$ cat src/rtl/acc_pkg.sv
// Shared types for the accumulator SRAM sequencer: FSM encoding and the
// S1 read-modify-write pipeline register.
package acc_pkg;

   localparam int ACC_DEPTH = 1024;
   localparam int ACC_AW    = $clog2(ACC_DEPTH);
   localparam int ACC_DW    = 32;

   typedef logic [1:0] state_t;
   localparam state_t ST_IDLE  = 2'd0;
   localparam state_t ST_WAIT  = 2'd1;
   localparam state_t ST_DRAIN = 2'd2;

   typedef struct packed {
      logic              valid;
      logic [ACC_AW-1:0] addr;
      logic [ACC_DW-1:0] data;
      logic              first;
      logic              fwd_hit;
   } s1_t;

endpackage

$ cat src/rtl/acc_out_fifo.sv
// 2-entry fall-through valid/ready FIFO; zero latency when empty.
// pop_rdy low holds data in place; the caller must not push while count == 2.
module acc_out_fifo #(
   parameter int W = 33
) (
   input  logic         clk,
   input  logic         rst,
   input  logic         push_vld,
   input  logic [W-1:0] push_dat,
   output logic         pop_vld,
   input  logic         pop_rdy,
   output logic [W-1:0] pop_dat,
   output logic [1:0]   count
);

   logic [W-1:0] mem [2];
   logic         wr_ptr;
   logic         rd_ptr;
   logic [1:0]   cnt;
   logic         has_data;
   logic         bypass;
   logic         store;
   logic         deq;

   assign count    = cnt;
   assign has_data = (cnt != 2'd0);
   assign pop_vld  = has_data | push_vld;
   assign pop_dat  = has_data ? mem[rd_ptr] : (push_vld ? push_dat : '0);

   // An empty FIFO hands the incoming word straight through when it is taken.
   assign bypass = ~has_data & push_vld & pop_rdy;
   assign store  = push_vld & ~bypass;
   assign deq    = has_data & pop_rdy;

   always_ff @(posedge clk) begin
      if (rst) begin
         wr_ptr <= 1'b0;
         rd_ptr <= 1'b0;
         cnt    <= 2'd0;
         mem[0] <= '0;
         mem[1] <= '0;
      end else begin
         if (store) begin
            mem[wr_ptr] <= push_dat;
            wr_ptr      <= ~wr_ptr;
         end
         if (deq) begin
            rd_ptr <= ~rd_ptr;
         end
         cnt <= cnt + {1'b0, store} - {1'b0, deq};
      end
   end

endmodule

$ cat src/rtl/acc_sram_ctrl.sv
// Read-modify-write sequencer for the accumulator SRAM: 1 beat/cycle accumulate
// with S1->S0 forwarding, plus a credit-limited drain to a valid/ready stream.
module acc_sram_ctrl
   import acc_pkg::*;
#(
   parameter  int SRAM_DEPTH = ACC_DEPTH,
   parameter  int DATA_WIDTH = ACC_DW,
   localparam int AW         = $clog2(SRAM_DEPTH)
) (
   input  logic                  clk,
   input  logic                  rst,
   input  logic                  acc_valid,
   output logic                  acc_ready,
   input  logic [AW-1:0]         acc_addr,
   input  logic [DATA_WIDTH-1:0] acc_data,
   input  logic                  acc_first,
   input  logic                  drain_start,
   input  logic [AW-1:0]         drain_base,
   input  logic [AW:0]           drain_len,
   input  logic                  drain_clear,
   output logic                  out_valid,
   input  logic                  out_ready,
   output logic [DATA_WIDTH-1:0] out_data,
   output logic                  out_last,
   output logic                  busy,
   output logic                  ram_wea,
   output logic [AW-1:0]         ram_addra,
   output logic [DATA_WIDTH-1:0] ram_dia,
   output logic                  ram_enb,
   output logic [AW-1:0]         ram_addrb,
   input  logic [DATA_WIDTH-1:0] ram_dob
);

   state_t                state;
   s1_t                   s1;
   logic [DATA_WIDTH-1:0] s1_prev_sum;
   logic [DATA_WIDTH-1:0] s1_operand;
   logic [DATA_WIDTH-1:0] s1_sum;
   logic [AW-1:0]         rd_addr;
   logic [AW:0]           rd_left;
   logic                  clear_q;
   logic                  inflight;
   logic                  inflight_last;
   logic [1:0]            fifo_count;
   logic [DATA_WIDTH:0]   fifo_dat;
   logic                  acc_fire;
   logic                  s1_wr;
   logic                  rd_issue;
   logic                  clr_wr;
   logic                  last_pop;

   assign acc_ready = ~rst & (state == ST_IDLE) & ~drain_start;
   assign acc_fire  = acc_valid & acc_ready;
   assign s1_wr     = s1.valid & ~rst;

   // Credit rule: stored words plus the read in flight never exceed the FIFO depth.
   assign rd_issue = ~rst & (state == ST_DRAIN) & (rd_left != '0) &
                     ((fifo_count == 2'd0) | ((fifo_count == 2'd1) & ~inflight));
   assign clr_wr   = rd_issue & clear_q;

   always_comb begin
      s1_operand = ram_dob;
      if (s1.first) begin
         s1_operand = '0;
      end else if (s1.fwd_hit) begin
         s1_operand = s1_prev_sum;
      end
   end

   assign s1_sum = s1_operand + s1.data;

   assign ram_wea   = s1_wr | clr_wr;
   assign ram_addra = s1_wr ? s1.addr : (clr_wr ? rd_addr : '0);
   assign ram_dia   = s1_wr ? s1_sum : '0;
   assign ram_enb   = acc_fire | rd_issue;
   assign ram_addrb = rd_issue ? rd_addr : (acc_fire ? acc_addr : '0);

   assign busy     = (state != ST_IDLE) | s1.valid;
   assign out_last = fifo_dat[DATA_WIDTH];
   assign out_data = fifo_dat[DATA_WIDTH-1:0];
   assign last_pop = out_valid & out_ready & out_last;

   always_ff @(posedge clk) begin
      if (rst) begin
         s1          <= '0;
         s1_prev_sum <= '0;
      end else begin
         s1.valid <= acc_fire;
         if (acc_fire) begin
            s1.addr    <= acc_addr;
            s1.data    <= acc_data;
            s1.first   <= acc_first;
            s1.fwd_hit <= s1.valid & (s1.addr == acc_addr);
         end
         if (s1.valid) begin
            s1_prev_sum <= s1_sum;
         end
      end
   end

   always_ff @(posedge clk) begin
      if (rst) begin
         state         <= ST_IDLE;
         rd_addr       <= '0;
         rd_left       <= '0;
         clear_q       <= 1'b0;
         inflight      <= 1'b0;
         inflight_last <= 1'b0;
      end else begin
         inflight      <= rd_issue;
         inflight_last <= rd_issue & (rd_left == (AW+1)'(1));
         case (state)
            ST_IDLE: begin
               if (drain_start) begin
                  rd_addr <= drain_base;
                  rd_left <= (drain_len == '0) ? (AW+1)'(1) : drain_len;
                  clear_q <= drain_clear;
                  state   <= ST_WAIT;
               end
            end
            ST_WAIT: begin
               if (!s1.valid) begin
                  state <= ST_DRAIN;
               end
            end
            ST_DRAIN: begin
               if (rd_issue) begin
                  rd_addr <= (rd_addr == AW'(SRAM_DEPTH-1)) ? '0 : rd_addr + 1'b1;
                  rd_left <= rd_left - 1'b1;
               end
               if (last_pop) begin
                  state <= ST_IDLE;
               end
            end
            default: state <= ST_IDLE;
         endcase
      end
   end

   acc_out_fifo #(
      .W (DATA_WIDTH + 1)
   ) u_out_fifo (
      .clk      (clk),
      .rst      (rst),
      .push_vld (inflight & ~rst),
      .push_dat ({inflight_last, ram_dob}),
      .pop_vld  (out_valid),
      .pop_rdy  (out_ready),
      .pop_dat  (fifo_dat),
      .count    (fifo_count)
   );

endmodule

$ cat config.mk
export PLATFORM = sky130hd
export DESIGN_NAME = acc_sram_ctrl
export DESIGN_NICKNAME = d
export VERILOG_FILES = /design/src/rtl/acc_pkg.sv /design/src/rtl/acc_out_fifo.sv /design/src/rtl/acc_sram_ctrl.sv
export SDC_FILE = /design/constraint.sdc
export NUM_CORES = 1
export LEC_CHECK = 0
export BUFFER_PORTS_ARGS = -buffer_cell sky130_fd_sc_hd__buf_2
export CAP_MARGIN = 30
export CORE_MARGIN = 3
export CORE_UTILIZATION = 40
export CTS_CLUSTER_SIZE = 40
export DETAILED_ROUTE_END_ITERATION = 10
export GPL_TIMING_DRIVEN = 0
export SLEW_MARGIN = 20
export SYNTH_ARGS = -nofsm -noshare
export SYNTH_HDL_FRONTEND = slang
export SYNTH_SLANG_ARGS = --single-unit
$ cat constraint.sdc
create_clock -name clk -period 3.9 [get_ports clk]
set_input_delay 0.585 -clock clk [delete_from_list [all_inputs] [get_ports clk]]
set_output_delay 0.585 -clock clk [all_outputs]
set_load 0.05 [all_outputs]
==> results by group, run 1 <==
Clocking
  – CTS tree: built
  – Sink Count: 174
  – TritonCTS Buffers: 17
  – CTS Hold Bufs: 0
  – Skew-Pair Late Insertion Delay: 430 ps
  – Worst-path clk slew: 70 ps
  – H-tree levels: 4
  – CTS root buf: clkbuf_16
  – Clock Tree Buf Depth: 2

Critical path
  – Worst EP arrival: 3400 ps
  – CP Capture Type: output port
  – Cell Chain, Critical Path: mux2i_2 > nor2_1 > ha_2 > fa_2 > a21o_1 > a221oi_4 > a211o_1 > a21o_1 > o211ai_1 > xnor2_1 > nor2_2 > buf_6
  – Buf/Inv on CP: 1
  – Crit path launch: s1[0]
  – Stages on the worst setup path: 12
  – Slowest stage delay, CP: 450 ps
  – CP most frequent cell: a21o_1
  – Setup CP Type: flip-flop to output port
  – Critical path destination: ram_dia[30]
  – Reg2reg setup slack: 850 ps
  – Reg2Reg Depth: 14
  – Slowest cell on crit path: dfxtp_4
  – Startpoint types: flip-flop
  – Delay-heaviest family, CP: compound AO/OA/AOI/OAI gates
  – Worst R2R End: s1_prev_sum[31]
  – Crit-path max FO: 7
  – FF-to-FF Start: s1[0]
  – Data required, critical path: 3310 ps

Layout
  – Fill count: 2,337
  – Layout cell share with drive strength beyond 1: 0.271
  – Fin nets: 1,559
  – Layout Utilization: 0.535
  – Commonest cells after routing, fill and taps aside: 184 x nand2_1, 174 x buf_2, 106 x dfxtp_1
  – Design area: 0.0132 mm²
  – Area growth, synth to finish: 29.9%
  – Most common cell after layout, fill and taps aside: nand2_1
  – Final cell count without fillers: 1,758

Synthesis
  – Synth Flop Type: dfxtp_1
  – Yosys warning count: 0
  – Sequential cell area fraction in the yosys report: 0.408
  – Post-synthesis register bit count: 174
  – Post-synth EDFFs: 66
  – FFs w/ async S/R, synth: 0
  – Syn_nets: 1,317
  – Unique masters post-synth: 68
  – Mean post-synth cell area: 8.63 µm²
  – Post-Syn Area: 0.0102 mm²
  – Syn Inst Count: 1,178

Min path
  – Hold Startpoint: acc_data[3]
  – Hold WC Path Type: input port to flip-flop

Global routing
  – Vias in the first global route: 8,683
  – Largest net degree at the start of global routing: 34
  – GR Util All Layers: 0.234
  – Initial antenna violation count: 0
  – First-pass GRT wire length: 49,100 µm
  – GRT overflow: 0

STA
  – RSZ-0062 raised after global routing: yes
  – Final Slew Violations: 0
  – Slew @ Worst Pin: 838 ps
  – Final Hold Fails: 0
  – Post-route minimum period: 3990 ps
  – Peak Freq: 251 MHz
  – Finish-stage setup viols: 8
  – Period Utilization, post-route: 1.02
  – Clock Skew: 10.3 ps
  – Worst slew margin relative to its limit: 0.442
  – Hold Slack: 335 ps
  – Final WS setup: -87.6 ps

Outcome
  – Failing checks: negative setup slack
  – Status: complete, but fails checks

Detailed routing
  – Final ANT Viol Nets: 0
  – WL/cell: 18.9 µm
  – Initial drt markers: 708
  – DR DRC count: 0
  – Vias: 9,549
  – Vias per std cell: 5.43
  – Pre-antenna DRT Iters: 5
  – Routed wire length: 33,300 µm

Power and ir drop
  – PD cells: 425 mW/mm²
  – Max IR drop VDD: 0.000287 V
  – Leak: 0.00571 µW

Floorplanning
  – Die Wd: 165 µm
  – Chip height: 165 µm
  – Initial Util: 0.412
  – Num ports: 192
  – Core ar.: 0.0247 mm²
  – Die area: 0.0274 mm²
  – Row count: 57

Run
  – MaxCap Viol Count: 0

Placed design
  – Placed Cells incl. Taps: 1,693
  – Post-DP Area: 0.0116 mm²
  – DP Worst Slack: -716 ps
  – DP HPWL: 24,400 µm
  – IO buf count: 190
  – GPL Wtd Cong: 0.914
per-layer routing:
layer | global-route usage | share of wire
met5 | 0 | 0
met4 | 0.0552 | 0.015
met3 | 0.0382 | 0.055
met2 | 0.365 | 0.46
met1 | 0.341 | 0.47
worst min-delay path by stage:
stage                     slack [ps]  cells after the start              end
final                            330                      3            s1[5]
after floorplan                  420                      2  s1_prev_sum[17]
after global placement           430                      1  s1_prev_sum[21]
after CTS                        320                      3            s1[5]
after detailed placement         440                      1   s1_prev_sum[1]
after global routing             330                      3           s1[32]
stage by stage:
stage	power [µW]	setup TNS, ps
5_1_grt	5860	-1690
3_5_place_dp	3760	-9530
6_report	5620	-309
4_1_cts	5540	-33.4
3_3_place_gp	3750	-10020
2_1_floorplan	3290	0
area by class of cell:
| cell class | instances | area, µm² | area share |
|---|---|---|---|
| flip-flops and latches | 174 | 4150 | 0.314 |
| diodes | 1 | 2.50 | 0.000189 |
| well taps | 324 | 405 | 0.0307 |
| multi-input cells | 912 | 6230 | 0.472 |
| plain buffers | 71 | 404 | 0.0306 |
| clock inverters | 15 | 168 | 0.0127 |
| clock buffers | 17 | 425 | 0.0322 |
| repair buffers | 227 | 1360 | 0.103 |
| inverters | 17 | 63.8 | 0.00483 |
sequential cells by signal, indices dropped and copies added (netlist names), 2 cells and up, named ones only:
name,count
rd_addr,10
state,2
u_out_fifo.count,2
s1_prev_sum,32
rd_left,11
s1,45
u_out_fifo.mem,66
kinds of logic after synthesis:
kind of cell               count (synthesis)  synth area share
DFF                                      174             0.408
xor gates and xnor gates                  38            0.0327
buffers and inverters                     92            0.0405
muxes                                     68            0.0669
and+or+nand+nor                          501             0.237
AOI/OAI and AO/OA                        268             0.169
adders and majority gates                 37            0.0463
worst reg2reg max path: stages, from the launching register on:
cell and delay [ps]:
dfxtp_4 450, clkbuf_16 200, mux2i_4 240, nor2_4 70, ha_4 220, a211oi_2 230, o211ai_1 120, buf_4 170
a21oi_4 240, nor3_4 90, buf_4 150, or4b_4 490, o211ai_4 110, buf_4 160, a21o_1 70
power by group:
| part | internal [µW] | switching, µW |
|---|---|---|
| clock | 915 | 816 |
| sequential | 1990 | 87.6 |
| combinational | 579 | 1230 |
synthesized netlist by cell type (3+ instances only):
cell type	number	area (µm²)
o211ai_1	10	75.1
nand2b_1	6	37.5
a211o_1	3	26.3
mux2i_1	68	681
edfxtp_1	66	1980
ha_1	36	450
xnor2_1	31	272
nor2b_1	7	43.8
a21oi_1	67	335
and3_1	42	263
and2_1	42	263
or3_1	6	37.5
inv_1	16	60.1
a211oi_1	10	75.1
a22o_1	19	166
xor2_1	7	61.3
o22ai_1	4	25.0
nor4_1	5	31.3
nand3_1	15	75.1
o21bai_1	3	22.5
nor3_1	14	70.1
a221oi_1	4	35.0
or2_2	5	31.3
a31oi_1	5	31.3
a22oi_1	10	75.1
o21a_1	8	60.1
nand3b_1	35	263
nand2_1	188	706
clkbuf_1	59	221
o21ai_0	73	365
nand4_1	12	75.1
clkbuf_8	4	55.1
nor2_1	114	428
buf_2	3	15.0
buf_1	5	18.8
a21o_1	28	210
dfxtp_1	108	2160
repair_timing:
item	in CTS	in global routing
pin swaps	25	27
hold endpoints to repair	0	0
endpoints found under the setup margin	29	31
gates resized for setup	98	84
setup buffers	19	16
cloned	1	0
No activity file was read; power rests on OpenSTA's default activity.
==> inputs of run 2 (changes only) <==
SETUP_SLACK_MARGIN = 0.05   (was default)
==> run 2 against run 1 <==
  * The flow still finishes with violations (negative setup slack)
  * Design area is 0.50% lower
  * Largest power group unchanged
  * Critical path depth stayed put
  * Worst hold slack worse by 9.7 ps
  * Clock-buffer cell count stayed put
  * Final cell count is 0.34% lower
  * Flip-flop and latch count stayed put
  * Highest routed layer unchanged
  * Critical path type unchanged
==> results by group, run 2 (synthesis results as in run 1) <==
Outcome
  – Status: complete, but fails checks
  – Failing checks: negative setup slack

Power and ir drop
  – Leak: 0.00567 µW
  – Max IR drop VDD: 0.000275 V
  – PD cells: 427 mW/mm²

Clocking
  – Skew-Pair Late Insertion Delay: 440 ps
  – Clock Tree Buf Depth: 2
  – CTS tree: built
  – CTS root buf: clkbuf_16
  – TritonCTS Buffers: 17
  – H-tree levels: 4
  – Worst-path clk slew: 80 ps
  – Sink Count: 174
  – CTS Hold Bufs: 0

STA
  – Peak Freq: 251 MHz
  – Post-route minimum period: 3990 ps
  – Finish-stage setup viols: 10
  – Final Hold Fails: 0
  – Final WS setup: -86.0 ps
  – Hold Slack: 325 ps
  – RSZ-0062 raised after global routing: yes
  – Final Slew Violations: 0
  – Worst slew margin relative to its limit: 0.433
  – Slew @ Worst Pin: 850 ps
  – Clock Skew: 12.7 ps
  – Period Utilization, post-route: 1.02

Global routing
  – Initial antenna violation count: 0
  – Vias in the first global route: 8,768
  – GRT overflow: 0
  – GR Util All Layers: 0.234
  – Largest net degree at the start of global routing: 34
  – First-pass GRT wire length: 49,000 µm

Floorplanning
  – Initial Util: 0.412
  – Row count: 57
  – Die area: 0.0274 mm²
  – Num ports: 192
  – Die Wd: 165 µm
  – Chip height: 165 µm
  – Core ar.: 0.0247 mm²

Placed design
  – GPL Wtd Cong: 0.912
  – Placed Cells incl. Taps: 1,693
  – IO buf count: 190
  – DP HPWL: 24,300 µm

Min path
  – Hold Path Stages: 3
  – Hold Startpoint: acc_data[3]
  – Hold WC Path Type: input port to flip-flop
  – Hold EP: s1[5]

Layout
  – Layout Utilization: 0.533
  – Fill count: 2,313
  – Most common cell after layout, fill and taps aside: nand2_1
  – Layout cell share with drive strength beyond 1: 0.267
  – Commonest cells after routing, fill and taps aside: 184 x nand2_1, 170 x buf_2, 106 x dfxtp_1
  – Final cell count without fillers: 1,752
  – Largest regs: u_out_fifo.mem (66), s1 (45), s1_prev_sum (32)
  – Register with the most flip-flops: u_out_fifo.mem
  – Area growth, synth to finish: 29.3%
  – Fin nets: 1,553
  – Multi-input logic area: 0.00619 mm²
  – Register area: 0.00415 mm²
  – Max reg flops: 66

Critical path
  – Crit-path max FO: 7
  – Slowest stage delay, CP: 460 ps
  – Data required, critical path: 3310 ps
  – Worst R2R End: s1_prev_sum[31]
  – Reg2reg setup slack: 790 ps
  – Reg2Reg Depth: 15
  – Slowest cell on crit path: dfxtp_4
  – Startpoint types: flip-flop
  – FF-to-FF Start: s1[0]
  – Crit path launch: s1[0]
  – CP Capture Type: output port
  – Cell Chain, Critical Path: clkbuf_16 > mux2i_4 > nor2_2 > fa_2 > a21o_1 > a221oi_4 > a211o_1 > a21o_1 > o211ai_1 > xnor2_1 > nor2_2 > buf_6
  – Worst EP arrival: 3400 ps
  – Setup CP Type: flip-flop to output port

Detailed routing
  – Pre-antenna DRT Iters: 6
  – Vias per std cell: 5.45
  – WL met1: 15,200 µm
  – WL/cell: 18.9 µm
  – DR WL met2: 15,100 µm
  – DR DRC count: 0
  – Final ANT Viol Nets: 0
  – Initial drt markers: 797
  – DR WL met3: 2060 µm
  – Vias: 9,540
  – Max Used Layer: met4
  – Routed wire length: 33,200 µm

Run
  – MaxCap Viol Count: 0
run 2: cell count changes in the layout (fill, tap and decap cells not counted), sizes merged:
cell      previous run  this run
clkinvlp             1         3
buf                237       230
clkbuf              78        79
inv                 26        24
run 2: worst max-delay path by stage:
stage	cells past startpoint	slack, ps	endpoint
after floorplan	11	70	ram_dia[12]
after global placement	13	-680	ram_dia[31]
after detailed placement	13	-700	ram_dia[31]
after CTS	12	-100	ram_dia[31]
after global routing	14	-240	ram_dia[25]
final	12	-90	ram_dia[30]
run 2: power breakdown:
group | switching [µW] | internal [µW] | leakage (µW)
Clock | 834 | 914 | 0.000282
Sequential | 87.8 | 1990 | 0.00156
Combinational | 1220 | 571 | 0.00382
Total | 2140 | 3470 | 0.00567
run 2: timing repair:
item,CTS,global route
cloned,0,1
gates resized for setup,82,104
setup endpoints to repair,29,35
pin swaps,25,28
hold endpoints to repair,0,0
buffers inserted,14,15
run 2: cell type report:
class	instances	share of cell area
Clock inverter	15	0.0130
Multi-Input combinational cell	912	0.471
Antenna cell	1	0.000190
Clock buffer	17	0.0324
Tap cell	324	0.0308
Buffer	71	0.0304
Sequential cell	174	0.316
Inverter	17	0.00486
Timing Repair Buffer	221	0.101
run 2: worst max-delay path: cells and delay by family, from the launching register on:
kind / cells / cell delay, ps
xor+xnor: 1 / 180
simple gates: 2 / 230
flops: 1 / 460
fa+ha+maj: 1 / 370
compound gates: 5 / 1120
mux: 1 / 220
buf+inv: 2 / 370
run 2: layer usage:
| layer | up-vias | track usage |
|---|---|---|
| met3 | 49 | 0.0357 |
| met5 | - | 0 |
| met2 | 328 | 0.363 |
| met4 | 0 | 0.0665 |
| li1 | 4672 | - |
| met1 | 4491 | 0.340 |
run 2: metrics by stage:
stage	worst slack, ps	setup TNS, ps	area (µm²)	power, µW
floorplan	73.3	0	10200	3290
global placement	-682	-7970	11500	3750
detailed placement	-705	-8080	11600	3760
CTS	-99.6	-605	12600	5530
global route	-241	-2380	13100	5850
finish	-86.0	-462	13100	5620
